## src/rtl/mem_port_arbiter_if.sv

```systemverilog
// Handshake bundle between the fetch path, the load/store unit and the shared memory port.
// The arbiter connects through the slave modport; the surrounding system uses master.
interface mem_port_arbiter_if;
    logic        if_req;
    logic [31:0] if_addr;
    logic [31:0] if_rdata;
    logic        if_valid;
    logic        ls_req;
    logic        ls_we;
    logic [31:0] ls_addr;
    logic [31:0] ls_wdata;
    logic [3:0]  ls_be;
    logic [31:0] ls_rdata;
    logic        ls_valid;
    logic        mem_req;
    logic        mem_we;
    logic [31:0] mem_addr;
    logic [31:0] mem_wdata;
    logic [3:0]  mem_be;
    logic [31:0] mem_rdata;
    logic        mem_ready;
    logic        bus_err;
    logic        owner;

    modport slave (
        input  if_req, if_addr, ls_req, ls_we, ls_addr, ls_wdata, ls_be, mem_rdata, mem_ready,
        output if_rdata, if_valid, ls_rdata, ls_valid, mem_req, mem_we, mem_addr, mem_wdata,
               mem_be, bus_err, owner
    );

    modport master (
        output if_req, if_addr, ls_req, ls_we, ls_addr, ls_wdata, ls_be, mem_rdata, mem_ready,
        input  if_rdata, if_valid, ls_rdata, ls_valid, mem_req, mem_we, mem_addr, mem_wdata,
               mem_be, bus_err, owner
    );
endinterface

```

## src/rtl/mem_port_arbiter.sv

```systemverilog
// Shares one memory port between instruction fetch (IF) and load/store (LS): LS priority,
// IF anti-starvation after STARVE_LIMIT consecutive LS wins, and a BUSY timeout abort.
module mem_port_arbiter #(
    parameter int STARVE_LIMIT = 3,
    parameter int TIMEOUT      = 16,
    parameter int CNT_W        = 5
) (
    input  logic              i_clk,
    input  logic              i_rst_n,
    mem_port_arbiter_if.slave bus
);
    localparam int               SW         = (STARVE_LIMIT < 1) ? 1 : $clog2(STARVE_LIMIT + 1);
    localparam logic [SW-1:0]    STARVE_MAX = SW'(STARVE_LIMIT);
    localparam logic [CNT_W-1:0] TMO_LAST   = CNT_W'(TIMEOUT - 1);
    localparam logic             TMO_EN     = (TIMEOUT != 0) ? 1'b1 : 1'b0;

    typedef enum logic [1:0] {
        ST_IDLE = 2'd0,
        ST_BUSY = 2'd1,
        ST_DONE = 2'd2
    } state_t;

    state_t           r_state;
    logic [SW-1:0]    r_starve;
    logic [CNT_W-1:0] r_tmo_cnt;
    logic             r_mem_req;
    logic             r_mem_we;
    logic [31:0]      r_mem_addr;
    logic [31:0]      r_mem_wdata;
    logic [3:0]       r_mem_be;
    logic             r_owner;
    logic [31:0]      r_if_rdata;
    logic [31:0]      r_ls_rdata;
    logic             r_if_valid;
    logic             r_ls_valid;
    logic             r_bus_err;

    state_t           w_state_nxt;
    logic [SW-1:0]    w_starve_nxt;
    logic [CNT_W-1:0] w_tmo_nxt;
    logic             w_mem_req_nxt;
    logic             w_mem_we_nxt;
    logic [31:0]      w_mem_addr_nxt;
    logic [31:0]      w_mem_wdata_nxt;
    logic [3:0]       w_mem_be_nxt;
    logic             w_owner_nxt;
    logic [31:0]      w_if_rdata_nxt;
    logic [31:0]      w_ls_rdata_nxt;
    logic             w_if_valid_nxt;
    logic             w_ls_valid_nxt;
    logic             w_bus_err_nxt;

    logic w_any_req;
    logic w_grant_ls;
    logic w_tmo_hit;

    assign w_any_req  = bus.if_req | bus.ls_req;
    assign w_grant_ls = bus.ls_req & ~(bus.if_req & (r_starve == STARVE_MAX));
    assign w_tmo_hit  = TMO_EN & (r_tmo_cnt == TMO_LAST);

    // State register.
    always_ff @(posedge i_clk or negedge i_rst_n) begin
        if (!i_rst_n) begin
            r_state <= ST_IDLE;
        end else begin
            r_state <= w_state_nxt;
        end
    end

    // Next-state, arbitration and completion logic; everything holds unless a branch overrides it.
    always_comb begin
        w_state_nxt     = r_state;
        w_starve_nxt    = r_starve;
        w_tmo_nxt       = r_tmo_cnt;
        w_mem_req_nxt   = r_mem_req;
        w_mem_we_nxt    = r_mem_we;
        w_mem_addr_nxt  = r_mem_addr;
        w_mem_wdata_nxt = r_mem_wdata;
        w_mem_be_nxt    = r_mem_be;
        w_owner_nxt     = r_owner;
        w_if_rdata_nxt  = r_if_rdata;
        w_ls_rdata_nxt  = r_ls_rdata;
        w_if_valid_nxt  = 1'b0;
        w_ls_valid_nxt  = 1'b0;
        w_bus_err_nxt   = 1'b0;
        case (r_state)
            ST_IDLE: begin
                if (w_any_req) begin
                    w_state_nxt   = ST_BUSY;
                    w_mem_req_nxt = 1'b1;
                    w_tmo_nxt     = {CNT_W{1'b0}};
                    w_owner_nxt   = w_grant_ls;
                    if (w_grant_ls) begin
                        w_mem_we_nxt    = bus.ls_we;
                        w_mem_addr_nxt  = bus.ls_addr;
                        w_mem_wdata_nxt = bus.ls_wdata;
                        w_mem_be_nxt    = bus.ls_be;
                        if (bus.if_req) begin
                            w_starve_nxt = (r_starve == STARVE_MAX) ? STARVE_MAX : r_starve + SW'(1);
                        end else begin
                            w_starve_nxt = {SW{1'b0}};
                        end
                    end else begin
                        w_mem_we_nxt    = 1'b0;
                        w_mem_addr_nxt  = bus.if_addr;
                        w_mem_wdata_nxt = 32'h0000_0000;
                        w_mem_be_nxt    = 4'hF;
                        w_starve_nxt    = {SW{1'b0}};
                    end
                end else begin
                    w_state_nxt = ST_IDLE;
                end
            end
            ST_BUSY: begin
                w_tmo_nxt = r_tmo_cnt + CNT_W'(1);
                // READY outranks a timeout falling on the same edge.
                if (bus.mem_ready) begin
                    w_state_nxt   = ST_DONE;
                    w_mem_req_nxt = 1'b0;
                    if (r_owner) begin
                        w_ls_valid_nxt = 1'b1;
                        if (!r_mem_we) begin
                            w_ls_rdata_nxt = bus.mem_rdata;
                        end else begin
                            w_ls_rdata_nxt = r_ls_rdata;
                        end
                    end else begin
                        w_if_valid_nxt = 1'b1;
                        w_if_rdata_nxt = bus.mem_rdata;
                    end
                end else if (w_tmo_hit) begin
                    w_state_nxt   = ST_DONE;
                    w_mem_req_nxt = 1'b0;
                    w_bus_err_nxt = 1'b1;
                    if (r_owner) begin
                        w_ls_valid_nxt = 1'b1;
                        w_ls_rdata_nxt = 32'h0000_0000;
                    end else begin
                        w_if_valid_nxt = 1'b1;
                        w_if_rdata_nxt = 32'h0000_0000;
                    end
                end else begin
                    w_state_nxt = ST_BUSY;
                end
            end
            ST_DONE: begin
                w_state_nxt = ST_IDLE;
            end
            default: begin
                w_state_nxt = ST_IDLE;
            end
        endcase
    end

    // Registered datapath, counters and handshake outputs.
    always_ff @(posedge i_clk or negedge i_rst_n) begin
        if (!i_rst_n) begin
            r_starve    <= {SW{1'b0}};
            r_tmo_cnt   <= {CNT_W{1'b0}};
            r_mem_req   <= 1'b0;
            r_mem_we    <= 1'b0;
            r_mem_addr  <= 32'h0000_0000;
            r_mem_wdata <= 32'h0000_0000;
            r_mem_be    <= 4'h0;
            r_owner     <= 1'b0;
            r_if_rdata  <= 32'h0000_0000;
            r_ls_rdata  <= 32'h0000_0000;
            r_if_valid  <= 1'b0;
            r_ls_valid  <= 1'b0;
            r_bus_err   <= 1'b0;
        end else begin
            r_starve    <= w_starve_nxt;
            r_tmo_cnt   <= w_tmo_nxt;
            r_mem_req   <= w_mem_req_nxt;
            r_mem_we    <= w_mem_we_nxt;
            r_mem_addr  <= w_mem_addr_nxt;
            r_mem_wdata <= w_mem_wdata_nxt;
            r_mem_be    <= w_mem_be_nxt;
            r_owner     <= w_owner_nxt;
            r_if_rdata  <= w_if_rdata_nxt;
            r_ls_rdata  <= w_ls_rdata_nxt;
            r_if_valid  <= w_if_valid_nxt;
            r_ls_valid  <= w_ls_valid_nxt;
            r_bus_err   <= w_bus_err_nxt;
        end
    end

    assign bus.mem_req   = r_mem_req;
    assign bus.mem_we    = r_mem_we;
    assign bus.mem_addr  = r_mem_addr;
    assign bus.mem_wdata = r_mem_wdata;
    assign bus.mem_be    = r_mem_be;
    assign bus.owner     = r_owner;
    assign bus.if_rdata  = r_if_rdata;
    assign bus.ls_rdata  = r_ls_rdata;
    assign bus.if_valid  = r_if_valid;
    assign bus.ls_valid  = r_ls_valid;
    assign bus.bus_err   = r_bus_err;
endmodule
```

## src/flat_wrapper.sv

```systemverilog
// flat-port wrapper written by rule: the top's interface ports become plain ports
module mem_port_arbiter_flat 
#(
    parameter int STARVE_LIMIT = 3,
    parameter int TIMEOUT      = 16,
    parameter int CNT_W        = 5
)
  (i_clk, i_rst_n, bus_if_req, bus_if_addr, bus_ls_req, bus_ls_we, bus_ls_addr, bus_ls_wdata, bus_ls_be, bus_mem_rdata, bus_mem_ready, bus_if_rdata, bus_if_valid, bus_ls_rdata, bus_ls_valid, bus_mem_req, bus_mem_we, bus_mem_addr, bus_mem_wdata, bus_mem_be, bus_bus_err, bus_owner);
  mem_port_arbiter_if bus_i ();
  input  logic i_clk;
  input  logic i_rst_n;
  input wire logic [$bits(bus_i.if_req)-1:0] bus_if_req;
  input wire logic [$bits(bus_i.if_addr)-1:0] bus_if_addr;
  input wire logic [$bits(bus_i.ls_req)-1:0] bus_ls_req;
  input wire logic [$bits(bus_i.ls_we)-1:0] bus_ls_we;
  input wire logic [$bits(bus_i.ls_addr)-1:0] bus_ls_addr;
  input wire logic [$bits(bus_i.ls_wdata)-1:0] bus_ls_wdata;
  input wire logic [$bits(bus_i.ls_be)-1:0] bus_ls_be;
  input wire logic [$bits(bus_i.mem_rdata)-1:0] bus_mem_rdata;
  input wire logic [$bits(bus_i.mem_ready)-1:0] bus_mem_ready;
  output wire logic [$bits(bus_i.if_rdata)-1:0] bus_if_rdata;
  output wire logic [$bits(bus_i.if_valid)-1:0] bus_if_valid;
  output wire logic [$bits(bus_i.ls_rdata)-1:0] bus_ls_rdata;
  output wire logic [$bits(bus_i.ls_valid)-1:0] bus_ls_valid;
  output wire logic [$bits(bus_i.mem_req)-1:0] bus_mem_req;
  output wire logic [$bits(bus_i.mem_we)-1:0] bus_mem_we;
  output wire logic [$bits(bus_i.mem_addr)-1:0] bus_mem_addr;
  output wire logic [$bits(bus_i.mem_wdata)-1:0] bus_mem_wdata;
  output wire logic [$bits(bus_i.mem_be)-1:0] bus_mem_be;
  output wire logic [$bits(bus_i.bus_err)-1:0] bus_bus_err;
  output wire logic [$bits(bus_i.owner)-1:0] bus_owner;
  assign bus_i.if_req = bus_if_req;
  assign bus_i.if_addr = bus_if_addr;
  assign bus_i.ls_req = bus_ls_req;
  assign bus_i.ls_we = bus_ls_we;
  assign bus_i.ls_addr = bus_ls_addr;
  assign bus_i.ls_wdata = bus_ls_wdata;
  assign bus_i.ls_be = bus_ls_be;
  assign bus_i.mem_rdata = bus_mem_rdata;
  assign bus_i.mem_ready = bus_mem_ready;
  assign bus_if_rdata = bus_i.if_rdata;
  assign bus_if_valid = bus_i.if_valid;
  assign bus_ls_rdata = bus_i.ls_rdata;
  assign bus_ls_valid = bus_i.ls_valid;
  assign bus_mem_req = bus_i.mem_req;
  assign bus_mem_we = bus_i.mem_we;
  assign bus_mem_addr = bus_i.mem_addr;
  assign bus_mem_wdata = bus_i.mem_wdata;
  assign bus_mem_be = bus_i.mem_be;
  assign bus_bus_err = bus_i.bus_err;
  assign bus_owner = bus_i.owner;
  mem_port_arbiter #(.STARVE_LIMIT(STARVE_LIMIT), .TIMEOUT(TIMEOUT), .CNT_W(CNT_W)) u_core (.i_clk(i_clk), .i_rst_n(i_rst_n), .bus(bus_i));
endmodule
```

## config.mk

```make
export PLATFORM = sky130hd
export DESIGN_NAME = mem_port_arbiter_flat
export DESIGN_NICKNAME = d
export VERILOG_FILES = /design/src/rtl/mem_port_arbiter_if.sv /design/src/rtl/mem_port_arbiter.sv /design/src/flat_wrapper.sv
export SDC_FILE = /design/constraint.sdc
export NUM_CORES = 1
export LEC_CHECK = 0
export CELL_PAD_IN_SITES_DETAIL_PLACEMENT = 1
export CELL_PAD_IN_SITES_GLOBAL_PLACEMENT = 1
export CORE_MARGIN = 2
export CORE_UTILIZATION = 30
export CTS_BUF_LIST = sky130_fd_sc_hd__clkbuf_4
export DETAILED_ROUTE_END_ITERATION = 7
export GPL_TIMING_DRIVEN = 0
export PLACE_DENSITY = 0.85
export SLEW_MARGIN = 20
export SYNTH_ARGS = -nofsm -noshare
export SYNTH_HDL_FRONTEND = slang
export SYNTH_SLANG_ARGS = --single-unit
```

## constraint.sdc

```tcl
create_clock -name i_clk -period 2.6 [get_ports i_clk]
set_input_delay 0.26 -clock i_clk [delete_from_list [all_inputs] [get_ports i_clk]]
set_output_delay 0.26 -clock i_clk [all_outputs]
set_load 0.005 [all_outputs]
```

==> flow_summary_export.csv, run 1 <==
group,metric,value,unit
status,outcome,"finished clean",
layout,multi_input_area,2480,µm²
critical_path,cp_num_buf_inv,1,
layout,layout_common_cells,"clkdlybuf4s50_1, dfrtp_1, o21ai_0",
critical_path,crit_chain,"ha_1 -> and3_1 -> ha_1 -> nor2_1 -> a2111oi_4 -> buf_6 -> mux2_1",
layout,drive_above_1_share,0.0973,
place,dp_cells,1095,
logic_synthesis,yosysWarnings,0,
critical_path,path_class,"flop to flop",
cts,cts_sinks,147,
detailed_routing,first_pass_iters,4,
logic_synthesis,synthDistinctLibCells,31,
floorplanning,die_w,150,µm
critical_path,crit_family,"compound AO/OA/AOI/OAI gates",
critical_path,cp-startpoint,"u_core.r_tmo_cnt[0]$_DFFE_PN0P_",
detailed_routing,ant_nets,0,
layout,area_delta_synth_final,54.0,%
timing,drv_slew,0,
layout,nFillCells,2254,
place,portBuffers,274,
pwr,power_density,1070,nW/µm²
place,place_congestion,0.863,
timing,tightestPinTransition,0.609,ns
logic_synthesis,avgSynthCellArea,11.8,µm²
logic_synthesis,ys_seq_area_frac,0.574,
logic_synthesis,synth_edf_count,0,
timing,setup_viol,0,
critical_path,required,3.00,ns
detailed_routing,viasPerCell,5.04,
logic_synthesis,async_flop_share,1.00,
cts,clk_path_buf_depth,2,
detailed_routing,wl,22000,µm
layout,ff_latch_area,3680,µm²
logic_synthesis,ys_seq_elements,147,
cts,postCtsSetupRepairBufs,0,
floorplanning,coreArea,21000,µm²
grt,grt_pass1_vias,6209,
timing,post-route-period-util,0.927,
detailed_routing,drc,0,
timing,holdWs,0.233,ns
timing,clock_skew,0.0314,ns
layout,antennaDiodeCount,0,
cts,cts_resized,0,
timing,finalCriticalPeriod,2.41,ns
floorplanning,initial_core_util,0.305,
timing,slew_headroom,0.594,
pwr,peakVddDrop,0.494,mV
timing,finalHoldViolCount,0,
critical_path,cp-start-kind,"flop",
timing,worst_slack,0.189,ns
grt,antenna_found_initial,0,
detailed_routing,wire_per_inst,19.5,µm
floorplanning,io_pins,276,
place,hpwl,16300,µm
critical_path,critPathSlowestCell,"a2111oi_4",
critical_path,cp-end-kind,"flop",
cts,clkTransAtPathRegs,0.14,ns
grt,grt_overflow,0,
grt,grt_max_degree,96,
layout,nets,980,
layout,design_area,9880,µm²
logic_synthesis,synth_top_flop_cell,"dfrtp_1",
place,dpl_cell_area,9530,µm²
timing,fin_tns_setup,0,ns
grt,grt_use_total,0.198,
cts,root_buffer,"clkbuf_4",
logic_synthesis,syn_nets,685,
logic_synthesis,netlist_area,6410,µm²
floorplanning,row_count,53,
critical_path,crit_path_max_incr_delay,0.59,ns
pwr,p_leak,4.03,nW
cts,clk_latency,0.52,ns
logic_synthesis,synth_top_area_share,0.574,
timing,rsz0062_at_grt,"true",
run,cap_violations,0,
logic_synthesis,synth_area_leaders,"dfrtp_1, o21ai_0, mux2_2, mux2_1, a2bb2oi_1",
logic_synthesis,syn_inst,545,
timing,clock.fmax,415,MHz
critical_path,cp.arrival,2.81,ns
worst_hold_path,hold_class,"input port to asynchronous set/reset pin",
pwr,total_power,10.5,mW
logic_synthesis,yosysTopAreaCell,"dfrtp_1",
detailed_routing,vias,5690,
place,dp_slack,0.000785,ns
critical_path,r2r_start,"u_core.r_tmo_cnt[0]$_DFFE_PN0P_",
floorplanning,die_height,150,µm
grt,grt_pass1_wl,34500,µm
critical_path,crit_top_cell,"ha_1",
detailed_routing,drt-initial-drc-count,185,
floorplanning,dieArea,22600,µm²
cts,h-tree-depth,4,
cts,tritoncts,"built",
cts,cts_buffers,17,
layout,post-route-util,0.470,
layout,layout_commonest_cell,"clkdlybuf4s50_1",
layout,instances_no_fill,1128,
critical_path,cp_max_fo,10,
==> layout make-up <==
type | count | area share
flip-flops and latches | 147 | 0.372
inverters | 4 | 0.00152
clock inverters | 14 | 0.0201
multi-input cells | 339 | 0.251
repair buffers | 276 | 0.282
clock buffers | 18 | 0.0137
plain buffers | 55 | 0.0242
well taps | 275 | 0.0348
==> routing by layer <==
metal	track usage	up-vias	routed length (µm)
li1	-	2596	-
met4	0.0495	0	340
met5	0	-	0
met1	0.238	2850	9030
met2	0.343	222	11000
met3	0.0627	22	1660
==> sequential cells by signal, indices dropped and copies added (netlist names) <==
register and flops:
u_core.bus.if_rdata 32, u_core.bus.ls_rdata 32, u_core.bus.mem_addr 32, u_core.bus.mem_wdata 32, u_core.r_tmo_cnt 5, u_core.bus.mem_be 4
u_core.r_starve 2, u_core.r_state 2, u_core.bus.bus_err 1, u_core.bus.if_valid 1, u_core.bus.ls_valid 1, u_core.bus.mem_req 1
u_core.bus.mem_we 1, u_core.bus.owner 1
==> path summary, 6_finish.rpt <==
kind	to	slack (ns)	cells after the start
worst max-delay path	u_core.bus.ls_rdata[26]$_DFFE_PN0P_	0.19	7
worst min-delay path	u_core.bus.mem_wdata[11]$_DFFE_PN0N_	0.23	2
worst max register to register	u_core.bus.ls_rdata[26]$_DFFE_PN0P_	0.19	7
worst min register to register	u_core.r_tmo_cnt[3]$_DFFE_PN0P_	0.48	1
max in group asynchronous	u_core.bus.ls_valid$_DFF_PN0_	1.50	3
min in group i_clk	u_core.r_tmo_cnt[0]$_DFFE_PN0P_	0.27	4
==> where the power goes <==
| group | switching, mW | internal [mW] | total, mW |
|---|---|---|---|
| registers | 0.649 | 3.36 | 4.01 |
| clock network | 0.906 | 0.791 | 1.70 |
| logic | 1.86 | 2.96 | 4.82 |
| total | 3.42 | 7.11 | 10.5 |
==> cells by family after synthesis <==
| logic type | Yosys count | share of synthesized area |
|---|---|---|
| AO/OA/AOI/OAI | 179 | 0.186 |
| flip-flops | 147 | 0.574 |
| AND/OR/NAND/NOR | 91 | 0.0796 |
| multiplexers | 67 | 0.117 |
| buffers and inverters | 59 | 0.0396 |
| adder cells (fa/ha/maj) | 2 | 0.00390 |
==> repair_timing <==
action,in CTS,in global routing
hold buffers,1,0
endpoints found under the hold margin,52,0
setup endpoints to repair,0,1
==> Yosys cell counts (6+ instances only) <==
library cell / n
clkbuf_1: 43
a2bb2oi_1: 37
mux2_2: 35
and2_1: 32
mux2_1: 30
buf_2: 8
nor3_1: 6
o21ai_0: 104
nand3_1: 35
dfrtp_1: 147
a311oi_1: 32
(Power assumes the default switching activity.)
==> run 2: changes to the inputs <==
- CAP_MARGIN: unset -> 30
- SLEW_MARGIN: 20 -> 30
==> run 2 against run 1 <==
Flip-flop and latch count is the same. Critical path depth is the same. Critical endpoint is now u_core.bus.ls_rdata[2]$_DFFE_PN0P_. Worst hold slack gained 0.0088 ns. Fmax grew 0.12%. Clock-buffer cell count shrank 1. Global-route usage is essentially flat. Sequential power is essentially flat.
==> flow_summary_export.csv, run 2 (same netlist as run 1, synthesis figures left out) <==
group,metric,value,unit
status,outcome,"finished clean",
critical_path,cp_num_buf_inv,1,
detailed_routing,drt-initial-drc-count,158,
timing,clock_skew,0.0234,ns
floorplanning,coreArea,21000,µm²
floorplanning,row_count,53,
place,hpwl,16300,µm
run,cap_violations,0,
cts,cts_resized,0,
timing,clock.fmax,415,MHz
timing,rsz0062_at_grt,"false",
grt,grt_use_total,0.198,
layout,area_delta_synth_final,53.1,%
floorplanning,dieArea,22600,µm²
critical_path,cp-start-kind,"flop",
grt,antenna_found_initial,0,
floorplanning,die_height,150,µm
critical_path,cp.arrival,2.81,ns
pwr,internal_power,6.82,mW
cts,cts_buffers,17,
floorplanning,die_w,150,µm
pwr,p_leak,4.00,nW
detailed_routing,ant_nets,0,
timing,slew_headroom,0.573,
critical_path,crit_family,"compound AO/OA/AOI/OAI gates",
critical_path,critPathSlowestCell,"a2111oi_4",
cts,clk_path_buf_depth,2,
layout,layout_common_cells,"clkdlybuf4s50_1, dfrtp_1, o21ai_0",
detailed_routing,wire_per_inst,19.7,µm
critical_path,crit_chain,"ha_1 -> and3_1 -> ha_1 -> nor2_1 -> a2111oi_4 -> buf_6 -> mux2_1",
layout,antennaDiodeCount,0,
detailed_routing,wl,22200,µm
cts,postCtsSetupRepairBufs,0,
pwr,p_sw,3.50,mW
timing,drv_slew,0,
pwr,power_density,1050,nW/µm²
grt,grt_pass1_vias,6219,
timing,post-route-period-util,0.926,
timing,finalCriticalPeriod,2.41,ns
layout,nFillCells,2275,
floorplanning,initial_core_util,0.305,
cts,h-tree-depth,4,
layout,post-route-util,0.467,
grt,grt_overflow,0,
layout,ff_latch_area,3680,µm²
layout,drive_above_1_share,0.0961,
floorplanning,io_pins,276,
layout,layout_commonest_cell,"clkdlybuf4s50_1",
place,portBuffers,274,
critical_path,crit_path_max_incr_delay,0.58,ns
cts,tritoncts,"built",
timing,setup_viol,0,
worst_hold_path,hold_class,"input port to flop",
grt,grt_max_degree,84,
place,place_congestion,0.863,
cts,clkTransAtPathRegs,0.14,ns
layout,multi_input_area,2480,µm²
layout,nets,980,
timing,tightestPinTransition,0.640,ns
cts,ctsHoldBuffers,1,
detailed_routing,first_pass_iters,4,
critical_path,crit_top_cell,"ha_1",
critical_path,cp_max_fo,10,
pwr,swShare,0.339,
cts,clk_latency,0.53,ns
grt,grt_pass1_wl,34400,µm
critical_path,required,3.00,ns
detailed_routing,vias,5651,
cts,root_buffer,"clkbuf_4",
critical_path,cp-end-kind,"flop",
cts,cts_sinks,147,
timing,finalHoldViolCount,0,
pwr,peakVddDrop,0.496,mV
pwr,total_power,10.3,mW
pwr,pwr-share-comb,0.468,
critical_path,path_class,"flop to flop",
detailed_routing,viasPerCell,5.01,
detailed_routing,drc,0,
critical_path,r2r_slack,0.19,ns
pwr,power_frac_clock,0.143,
pwr,power_frac_seq,0.389,
## run 2: cell types whose count changed in the layout (fill, tap and decap cells not counted), sizes merged
cell,change
bufinv,-3
clkinv,+3
clkbuf,-1
inv,+1
## run 2: worst min-delay path, stage by stage
cell	delay (ns)
buf_2	0.18
nor3_1	0.08
o21ai_0	0.13
o21ai_0	0.08
## run 2: worst paths after layout
check                                                      from                                   end  cells after the start
worst max-delay path            u_core.r_tmo_cnt[0]$_DFFE_PN0P_    u_core.bus.ls_rdata[2]$_DFFE_PN0P_                      7
worst min-delay path                                 bus_ls_req       u_core.r_tmo_cnt[0]$_DFFE_PN0P_                      4
worst max register to register  u_core.r_tmo_cnt[0]$_DFFE_PN0P_    u_core.bus.ls_rdata[2]$_DFFE_PN0P_                      7
worst min register to register  u_core.r_tmo_cnt[3]$_DFFE_PN0P_       u_core.r_tmo_cnt[3]$_DFFE_PN0P_                      1
max in group asynchronous                               i_rst_n    u_core.bus.ls_rdata[2]$_DFFE_PN0P_                      3
min in group asynchronous                               i_rst_n  u_core.bus.mem_wdata[13]$_DFFE_PN0N_                      2
## run 2: per-stage QoR
stage          hold slack, ns  cell area, µm²  TNS [ns]  setup slack [ns]  instances
6_report                0.241            9820         0             0.192       1128
3_3_place_gp            0.457            9500   -724.01             -4.94       1094
3_5_place_dp            0.260            9530  -0.00221          -0.00221       1095
5_1_grt                 0.206            9820         0            0.0399       1128
4_1_cts                 0.187            9820         0             0.164       1128
2_1_floorplan         -0.0356            6410         0             0.592        545
## run 2: power by group through the flow
stage | sequential (mW) | clock, mW | combinational (mW)
after CTS | 4.03 | 1.56 | 4.91
after floorplan | 4.04 | 0 | 1.78
after global placement | 4.02 | 0 | 4.75
final | 4.01 | 1.47 | 4.83
after global routing | 4.15 | 1.66 | 5.26
after detailed placement | 4.06 | 0 | 4.89
## run 2: cell type report
type	instances	area share
clock inverters	15	0.0150
inverters	4	0.00153
multi-input cells	339	0.253
plain buffers	55	0.0243
well taps	275	0.0350
repair buffers	276	0.284
flip-flops and latches	147	0.375
clock buffers	17	0.0130
## run 2: routing by layer
metal  vias up  global-route usage  wire, µm
met5         -                   0         0
met4         0              0.0547       337
met3        20              0.0609      1630
met2       210               0.339     11000
met1      2822               0.241      9170
li1       2599                   -         -
==> run 3: changes to the inputs <==
- clock period: 2.6 -> 2.45 ns (I/O delays scaled with it)
==> run 3 against run 2 <==
Clock skew hardly changed. Die area stayed put. Power is 6.3% higher. Register-to-register slack worse by 0.02 ns. Critical path type unchanged. Largest power group unchanged.
==> flow_summary_export.csv, run 3 (same netlist as run 1, synthesis figures left out) <==
group,metric,value,unit
timing,finalHoldViolCount,0,
layout,area_delta_synth_final,53.2,%
timing,fin_tns_setup,0,ns
grt,grt_use_total,0.198,
grt,grt_pass1_wl,34400,µm
timing,clock_skew,0.0236,ns
detailed_routing,drc,0,
worst_hold_path,hold_class,"input port to asynchronous set/reset pin",
cts,h-tree-depth,4,
critical_path,crit_family,"compound AO/OA/AOI/OAI gates",
critical_path,crit_chain,"ha_1 -> and3_1 -> ha_1 -> nor2_2 -> a2111oi_4 -> buf_6 -> mux2_1",
detailed_routing,wl,22200,µm
timing,clock.fmax,438,MHz
run,cap_violations,0,
cts,clk_latency,0.54,ns
grt,grt_max_degree,84,
pwr,power_density,1120,nW/µm²
detailed_routing,vias,5674,
grt,antenna_found_initial,0,
detailed_routing,drt-initial-drc-count,155,
critical_path,cp-end-kind,"flop",
pwr,peakVddDrop,0.527,mV
timing,rsz0062_at_grt,"false",
critical_path,crit_path_max_incr_delay,0.48,ns
place,hpwl,16300,µm
floorplanning,coreArea,21000,µm²
critical_path,cp-start-kind,"flop",
cts,cts_sinks,147,
floorplanning,die_height,150,µm
timing,worst_slack,0.167,ns
layout,drive_above_1_share,0.0973,
critical_path,crit_top_cell,"ha_1",
critical_path,cp-startpoint,"u_core.r_tmo_cnt[0]$_DFFE_PN0P_",
detailed_routing,first_pass_iters,4,
detailed_routing,wire_per_inst,19.7,µm
layout,antennaDiodeCount,0,
floorplanning,io_pins,276,
timing,tightestPinTransition,0.642,ns
cts,clkTransAtPathRegs,0.16,ns
detailed_routing,ant_nets,0,
layout,nets,980,
cts,cts_buffers,17,
critical_path,cp_max_fo,10,
cts,clk_path_buf_depth,2,
layout,layout_common_cells,"clkdlybuf4s50_1, dfrtp_1, o21ai_0",
pwr,p_leak,4.00,nW
floorplanning,initial_core_util,0.305,
place,place_congestion,0.863,
floorplanning,die_w,150,µm
critical_path,cp_num_buf_inv,1,
cts,tritoncts,"built",
layout,layout_commonest_cell,"clkdlybuf4s50_1",
timing,finalCriticalPeriod,2.28,ns
critical_path,cp.arrival,2.70,ns
critical_path,path_class,"flop to flop",
timing,post-route-period-util,0.932,
status,outcome,"finished clean",
detailed_routing,viasPerCell,5.03,
grt,grt_pass1_vias,6219,
place,portBuffers,274,
floorplanning,row_count,53,
grt,grt_overflow,0,
cts,root_buffer,"clkbuf_4",
critical_path,required,2.86,ns
timing,holdWs,0.215,ns
critical_path,r2r_start,"u_core.r_tmo_cnt[0]$_DFFE_PN0P_",
layout,post-route-util,0.467,
timing,slew_headroom,0.572,
timing,setup_viol,0,
floorplanning,dieArea,22600,µm²
critical_path,critPathSlowestCell,"a2111oi_4",
place,dp_slack,-0.137,ns
timing,drv_slew,0,
-- run 3: metrics by stage --
stage                     cell area, µm²  power (mW)  cells
final                               9830        11.0   1128
after CTS                           9820        11.1   1128
after detailed placement            9530        9.51   1095
after global routing                9830        11.8   1128
after global placement              9500        9.30   1094
after floorplan                     6410        6.17    545
-- run 3: path summary, 6_finish.rpt --
check,slack [ns],to,depth (start not counted)
worst max-delay path,0.17,u_core.bus.ls_rdata[2]$_DFFE_PN0P_,7
worst min-delay path,0.22,u_core.bus.mem_wdata[13]$_DFFE_PN0N_,2
worst max register to register,0.17,u_core.bus.ls_rdata[2]$_DFFE_PN0P_,7
worst min register to register,0.48,u_core.r_tmo_cnt[3]$_DFFE_PN0P_,1
max in group asynchronous,1.40,u_core.bus.ls_rdata[2]$_DFFE_PN0P_,3
min in group i_clk,0.22,u_core.r_tmo_cnt[0]$_DFFE_PN0P_,4
-- run 3: repair_timing --
| item | CTS | global route |
|---|---|---|
| buffers inserted | 0 | 0 |
| hold endpoints to repair | 64 | 0 |
| endpoints found under the setup margin | 0 | 59 |
| hold buffers | 1 | 0 |
| gates resized for setup | 0 | 2 |
-- run 3: cell type report --
type                    instances  area [µm²]
multi-input cells             339        2490
inverters                       4        15.0
clock inverters                15         148
clock buffers                  17         128
well taps                     275         344
flip-flops and latches        147        3680
plain buffers                  55         239
fillers                      2275       11200
repair buffers                276        2790
-- run 3: layer usage --
metal | GRT usage | wire [µm] | vias to the layer above
met4 | 0.0547 | 358 | 0
met1 | 0.241 | 9130 | 2815
met5 | 0 | 0 | -
met2 | 0.339 | 11000 | 232
li1 | - | - | 2600
met3 | 0.0609 | 1700 | 27
-- run 3: power by group --
group / total [mW] / switching [mW] / internal [mW]
Clock: 1.57 / 1.04 / 0.533
Sequential: 4.26 / 0.694 / 3.57
Combinational: 5.14 / 1.99 / 3.15
Total: 11.0 / 3.72 / 7.24
